### src/rtl/lp_box_solver.sv
`default_nettype none
// ============================================================================
// lp_box_solver
//   Exhaustive integer solver for a 2-variable LP over a box. It tests one
//   lattice point per cycle against every general constraint in parallel.
//   Revision: 1.0
// ============================================================================
module lp_box_solver #(
  parameter int A_W     = 6,
  parameter int B_W     = 12,
  parameter int NUM_CON = 2
) (
  input  logic                       clk,
  input  logic                       rst_n,
  input  logic                       in_valid,
  input  logic signed [A_W-1:0]      in_a1,
  input  logic signed [A_W-1:0]      in_a2,
  input  logic signed [B_W-1:0]      in_b,
  output logic                       out_valid,
  output logic signed [A_W+B_W:0]    out_max_value,
  output logic signed [B_W-1:0]      out_x1,
  output logic signed [B_W-1:0]      out_x2,
  output logic                       out_feasible,
  output logic                       busy
);

  localparam int O_W   = A_W + B_W + 1;
  localparam int CNT_W = $clog2(NUM_CON + 1);
  localparam logic signed [A_W-1:0] c_one  = A_W'(1);
  localparam logic signed [A_W-1:0] c_mone = {A_W{1'b1}};
  localparam logic signed [A_W-1:0] c_zero = '0;
  localparam logic signed [O_W-1:0] c_min  = {1'b1, {(O_W-1){1'b0}}};

  typedef enum logic [1:0] {
    S_IDLE = 2'd0,
    S_LOAD = 2'd1,
    S_SCAN = 2'd2,
    S_DONE = 2'd3
  } state_t;

  state_t r_state, w_state_nxt;

  logic signed [A_W-1:0] r_c1, r_c2;
  logic signed [B_W-1:0] r_xmin, r_xmax, r_ymin, r_ymax;
  logic signed [A_W-1:0] r_sa1 [NUM_CON];
  logic signed [A_W-1:0] r_sa2 [NUM_CON];
  logic signed [B_W-1:0] r_sb  [NUM_CON];
  logic [NUM_CON-1:0]    r_sv;
  logic [CNT_W-1:0]      r_nfill;
  logic signed [B_W-1:0] r_x, r_y, r_bx, r_by;
  logic signed [O_W-1:0] r_best;
  logic                  r_found;

  logic signed [O_W-1:0] w_xe, w_ye, w_c1e, w_c2e, w_obj, w_best_n;
  logic signed [B_W-1:0] w_bx_n, w_by_n;
  logic [NUM_CON-1:0]    w_ok;
  logic                  w_feas, w_take, w_found_n, w_last, w_empty;

  assign w_xe  = r_x;
  assign w_ye  = r_y;
  assign w_c1e = r_c1;
  assign w_c2e = r_c2;
  assign w_obj = w_c1e * w_xe + w_c2e * w_ye;

  generate
    for (genvar i = 0; i < NUM_CON; i++) begin : g_slot
      logic signed [O_W-1:0] w_a1e, w_a2e, w_be, w_lhs;
      assign w_a1e  = r_sa1[i];
      assign w_a2e  = r_sa2[i];
      assign w_be   = r_sb[i];
      assign w_lhs  = w_a1e * w_xe + w_a2e * w_ye;
      assign w_ok[i] = !r_sv[i] || (w_lhs <= w_be);
    end
  endgenerate

  assign w_feas    = &w_ok;
  // Strict compare keeps the earliest point on ties.
  assign w_take    = (r_state == S_SCAN) && w_feas && (!r_found || (w_obj > r_best));
  assign w_best_n  = w_take ? w_obj : r_best;
  assign w_bx_n    = w_take ? r_x : r_bx;
  assign w_by_n    = w_take ? r_y : r_by;
  assign w_found_n = r_found || w_take;
  assign w_last    = (r_x == r_xmax) && (r_y == r_ymax);
  assign w_empty   = (r_xmin > r_xmax) || (r_ymin > r_ymax);

  assign out_valid = (r_state == S_DONE);
  assign busy      = (r_state != S_IDLE) || in_valid;

  always_ff @(posedge clk) begin
    if (!rst_n) r_state <= S_IDLE;
    else        r_state <= w_state_nxt;
  end

  always_comb begin
    w_state_nxt = r_state;
    case (r_state)
      S_IDLE: if (in_valid) w_state_nxt = S_LOAD;
      S_LOAD: if (!in_valid) w_state_nxt = w_empty ? S_DONE : S_SCAN;
      S_SCAN: if (w_last) w_state_nxt = S_DONE;
      S_DONE: w_state_nxt = S_IDLE;
      default: w_state_nxt = S_IDLE;
    endcase
  end

  always_ff @(posedge clk) begin
    if (!rst_n) begin
      r_c1 <= '0; r_c2 <= '0;
      r_xmin <= '0; r_xmax <= '0; r_ymin <= '0; r_ymax <= '0;
      for (int i = 0; i < NUM_CON; i++) begin
        r_sa1[i] <= '0; r_sa2[i] <= '0; r_sb[i] <= '0;
      end
      r_sv <= '0; r_nfill <= '0;
      r_x <= '0; r_y <= '0; r_bx <= '0; r_by <= '0;
      r_best <= '0; r_found <= 1'b0;
      out_max_value <= '0; out_x1 <= '0; out_x2 <= '0; out_feasible <= 1'b0;
    end else begin
      case (r_state)
        S_IDLE: if (in_valid) begin
          r_c1 <= in_a1; r_c2 <= in_a2;
          r_xmin <= '0; r_xmax <= '0; r_ymin <= '0; r_ymax <= '0;
          r_sv <= '0; r_nfill <= '0;
        end
        S_LOAD: if (in_valid) begin
          if (in_a1 == c_one && in_a2 == c_zero)       r_xmax <= in_b;
          else if (in_a1 == c_mone && in_a2 == c_zero) r_xmin <= -in_b;
          else if (in_a1 == c_zero && in_a2 == c_one)  r_ymax <= in_b;
          else if (in_a1 == c_zero && in_a2 == c_mone) r_ymin <= -in_b;
          else if (r_nfill != CNT_W'(NUM_CON)) begin
            for (int i = 0; i < NUM_CON; i++) begin
              if (r_nfill == CNT_W'(i)) begin
                r_sa1[i] <= in_a1; r_sa2[i] <= in_a2; r_sb[i] <= in_b;
                r_sv[i]  <= 1'b1;
              end
            end
            r_nfill <= r_nfill + CNT_W'(1);
          end
        end else begin
          r_x <= r_xmin; r_y <= r_ymin;
          r_best <= c_min; r_bx <= '0; r_by <= '0; r_found <= 1'b0;
          if (w_empty) begin
            out_max_value <= c_min; out_x1 <= '0; out_x2 <= '0; out_feasible <= 1'b0;
          end
        end
        S_SCAN: begin
          r_best <= w_best_n; r_bx <= w_bx_n; r_by <= w_by_n; r_found <= w_found_n;
          if (r_x == r_xmax) begin
            r_x <= r_xmin;
            r_y <= r_y + B_W'(1);
          end else begin
            r_x <= r_x + B_W'(1);
          end
          if (w_last) begin
            out_max_value <= w_best_n; out_x1 <= w_bx_n; out_x2 <= w_by_n;
            out_feasible  <= w_found_n;
          end
        end
        default: ;
      endcase
    end
  end

endmodule
`default_nettype wire

### config.mk
export PLATFORM = sky130hd
export DESIGN_NAME = lp_box_solver
export DESIGN_NICKNAME = d
export VERILOG_FILES = /design/src/rtl/lp_box_solver.sv
export SDC_FILE = /design/constraint.sdc
export NUM_CORES = 2
export LEC_CHECK = 0
export BUFFER_PORTS_ARGS = -buffer_cell sky130_fd_sc_hd__buf_4
export CAP_MARGIN = 20
export CORE_MARGIN = 2
export CORE_UTILIZATION = 60
export CTS_BUF_LIST = sky130_fd_sc_hd__clkbuf_4 sky130_fd_sc_hd__clkbuf_8 sky130_fd_sc_hd__clkbuf_16
export DETAILED_ROUTE_END_ITERATION = 8
export HOLD_SLACK_MARGIN = 0.1
export PLACE_DENSITY = 0.8
export SYNTH_ARGS = -nofsm -noshare
export SYNTH_HDL_FRONTEND = slang
export SYNTH_SLANG_ARGS = --single-unit
### constraint.sdc
create_clock -name clk -period 8.45 [get_ports clk]
set_input_delay 0.4225 -clock clk [delete_from_list [all_inputs] [get_ports clk]]
set_output_delay 0.4225 -clock clk [all_outputs]
set_load 0.01 [all_outputs]
==> results.py <==
metrics = {
    "run_status": {
        "status": "finished, final reports clean",
    },
    "min_path": {
        "whs_path_depth": 3,
        "hp-start": "in_a1[2]",
        "hp-class": "in2reg",
        "whs_endpoint": "r_c1[2]$_SDFFE_PN0P_",
    },
    "logic_synthesis": {
        "synth_warnings": 0,
        "synth_nets": 3738,
        "async_flop_share": 0,
        "synth_edf_count": 48,
        "syn-mean-instance-area_um2": 9.10,
        "syn_area_um2": 27700,
        "synth_cell_types": 62,
        "ys_ff_latch": 226,
        "synth_cells": 3039,
        "ys_dominant_reg_cell": "dfxtp_1",
        "seq_area_frac_synth": 0.181,
    },
    "worst_setup_path": {
        "critPathLaunchType": "register",
        "rr_endpoint": "out_max_value[18]$_SDFFE_PN0P_",
        "cp_slowest_cell": "fa_1",
        "worstPathRequired_ps": 8840,
        "end_kind": "register",
        "critPathMaxStageDelay_ps": 550,
        "reg2regPathDepth": 30,
        "crit_type": "reg2reg",
        "regToRegStartpoint": "r_sa1[0][2]$_DFFE_PP_",
        "cp_max_fo": 26,
        "arrival_ps": 8450,
        "reg2reg_slack_ps": 390,
        "cp_common_cell": "fa_1",
    },
    "clock_network": {
        "clk_pin_slew_ps": 60,
        "cts_tree": "yes",
        "root_buffer": "clkbuf_16",
        "insertion_delay_ps": 550,
        "clk_path_buf_depth": 3,
        "cts_made_buffers": 25,
        "htreeDepth": 1,
        "cts.sinks": 226,
    },
    "floorplan": {
        "die_y_um": 219,
        "io_pins": 73,
        "fp.dieW_um": 219,
        "initial_core_util": 0.608,
        "rows": 78,
        "die_area_um2": 47800,
        "core_area_um2": 45500,
    },
    "cells_and_area": {
        "multi_input_area_um2": 20000,
        "final_common_cell": "inv_1",
        "area.growth.synth_to_final_pct": 8.15,
        "seq_area_um2": 5010,
        "fin_area_um2": 29900,
        "nFillCells": 3579,
        "final_cell_mix": "inv_1 (522), fa_1 (396), nand2_1 (359)",
        "diodes": 0,
        "fin_cells": 3673,
        "drive_gt1_frac": 0.0879,
        "fin_nets": 3753,
    },
    "global_route": {
        "overflow": 0,
        "antenna_found_initial": 1,
        "grt_use_total": 0.313,
        "grt_start_max_net_pins": 103,
        "grt_pass1_vias": 22400,
        "grt_pass1_wl_um": 118000,
    },
    "sta": {
        "max_slew_margin": 0.359,
        "finalSetupViolations": 0,
        "min_period_ps": 8060,
        "clock-skew-final_ps": 20.7,
        "rsz0062_at_grt": "no",
        "slew_viol_final": 0,
        "fmax_mhz": 124,
        "setup-tns-final_ps": 0,
        "tightest_slew_ps": 960,
        "whs_ps": 178,
        "finalWorstSetupSlack_ps": 391,
        "post-route-period-util": 0.954,
        "hold_viol_final": 0,
    },
    "drt": {
        "via_per_inst": 5.82,
        "wl_per_cell_um": 19.6,
        "dr_total_vias": 21400,
        "firstDrtPassIters": 5,
        "drc": 0,
        "totalWireLength_um": 72000,
        "drtAntennaViolNets": 0,
        "first_iter_violations": 1835,
    },
    "placed_design": {
        "hpwlAfterDp_um": 57700,
        "port_buffers": 72,
        "dp.cells": 3622,
        "place_area_um2": 28900,
        "pre_cts_slack_ps": 234,
        "routabilityCongestion": 0.969,
    },
    "power_and_ir_drop": {
        "p_leak_uw": 0.0139,
        "power_density_nw_per_um2": 263,
        "ir_worst_vdd_v": 0.000203,
    },
    "job": {
        "drv_cap": 0,
    },
}
[cells in the mapped netlist, types with 6 or more instances]
cell	instances	area, um^2
a21o_1	15	113
o32ai_1	22	193
nor4_1	10	62.6
nor2_1	122	458
mux2i_1	68	681
o21bai_1	9	67.6
edfxtp_1	48	1440
nor2b_1	14	87.6
a31oi_1	14	87.6
buf_2	19	95.1
nor3_1	22	110
clkbuf_1	146	548
nand3_1	51	255
nor3b_1	9	67.6
o2bb2ai_1	7	61.3
and2_1	189	1180
o21ai_0	69	345
o22ai_1	25	156
a21oi_1	132	661
nand2b_1	44	275
o21a_1	19	143
inv_1	523	1960
nand2_1	359	1350
fa_1	396	7930
and3_1	16	100
o2bb2ai_2	36	541
o31ai_1	6	45.0
nand4_1	22	138
dfxtp_1	178	3560
ha_1	276	3450
a211oi_1	16	120
xnor2_1	68	596
xor2_1	25	219
[metrics by stage]
stage,power [uW],utilization
2_1_floorplan,5200,-
3_3_place_gp,6360,0.636
3_5_place_dp,6560,0.636
4_1_cts,7830,0.656
5_1_grt,8570,0.658
6_report,7870,0.658
[worst max-delay path by stage]
stage,startpoint,to,slack [ps],cells past startpoint
after floorplan,r_y[4]$_SDFFE_PN0P_,r_best[14]$_SDFFE_PN0P_,620,33
after global placement,r_x[4]$_SDFFE_PN0P_,r_best[18]$_SDFFE_PN0P_,420,31
after detailed placement,r_x[4]$_SDFFE_PN0P_,r_best[18]$_SDFFE_PN0P_,230,31
after CTS,r_x[4]$_SDFFE_PN0P_,r_best[18]$_SDFFE_PN0P_,210,31
after global routing,r_x[4]$_SDFFE_PN0P_,r_best[18]$_SDFFE_PN0P_,20,31
final,r_sa1[0][2]$_DFFE_PP_,out_max_value[18]$_SDFFE_PN0P_,390,30
[layout make-up]
type,instances,area share
Timing Repair Buffer,162,0.0423
Sequential cell,226,0.167
Clock inverter,12,0.00615
Tap cell,600,0.0251
Clock buffer,34,0.0246
Inverter,525,0.0659
Multi-Input combinational cell,2114,0.669
[critical path, delay by kind of cell, from the launching register on]
family | cells | cell delay [ps]
AOI/OAI and AO/OA | 12 | 2340
xor gates and xnor gates | 1 | 160
adders and majority gates | 8 | 3550
buffers and inverters | 4 | 540
DFF | 1 | 460
muxes | 1 | 230
and+or+nand+nor | 4 | 630
[cells by family after synthesis]
| group | after synthesis | synth area share |
|---|---|---|
| xor+xnor | 93 | 0.0294 |
| buf+inv | 699 | 0.0971 |
| compound gates | 402 | 0.103 |
| fa+ha+maj | 672 | 0.411 |
| flops | 226 | 0.181 |
| mux | 71 | 0.0258 |
| simple gates | 876 | 0.153 |
[per-layer routing]
layer | up-vias | GRT usage | routed length [um]
met4 | 2 | 0.123 | 3180
met2 | 885 | 0.511 | 33600
li1 | 9708 | - | -
met3 | 194 | 0.0558 | 6060
met1 | 10600 | 0.415 | 29200
met5 | - | 0 | 10
[what timing repair did]
item	in CTS	in global routing
setup endpoints to repair	0	86
endpoints found under the hold margin	0	0
hold buffers	0	0
buffers inserted	0	2
resized for setup	0	7
[state kept, by name (all words and copies together), names as in the netlist, 12 cells and up]
name	cells
r_by	12
out_x1	12
r_bx	12
r_sb	24
r_ymin	12
out_x2	12
r_ymax	12
r_sa1	12
r_best	19
out_max_value	19
r_y	12
r_xmax	12
r_xmin	12
r_x	12
r_sa2	12
[power by group]
group	switching [uW]	total [uW]	internal [uW]	leakage [uW]
sequential	141	1350	1210	0.00194
clock	479	1220	739	0.000456
combinational	3100	5300	2200	0.0116
total	3720	7870	4150	0.0139
Power figures use the tool's default switching activity.
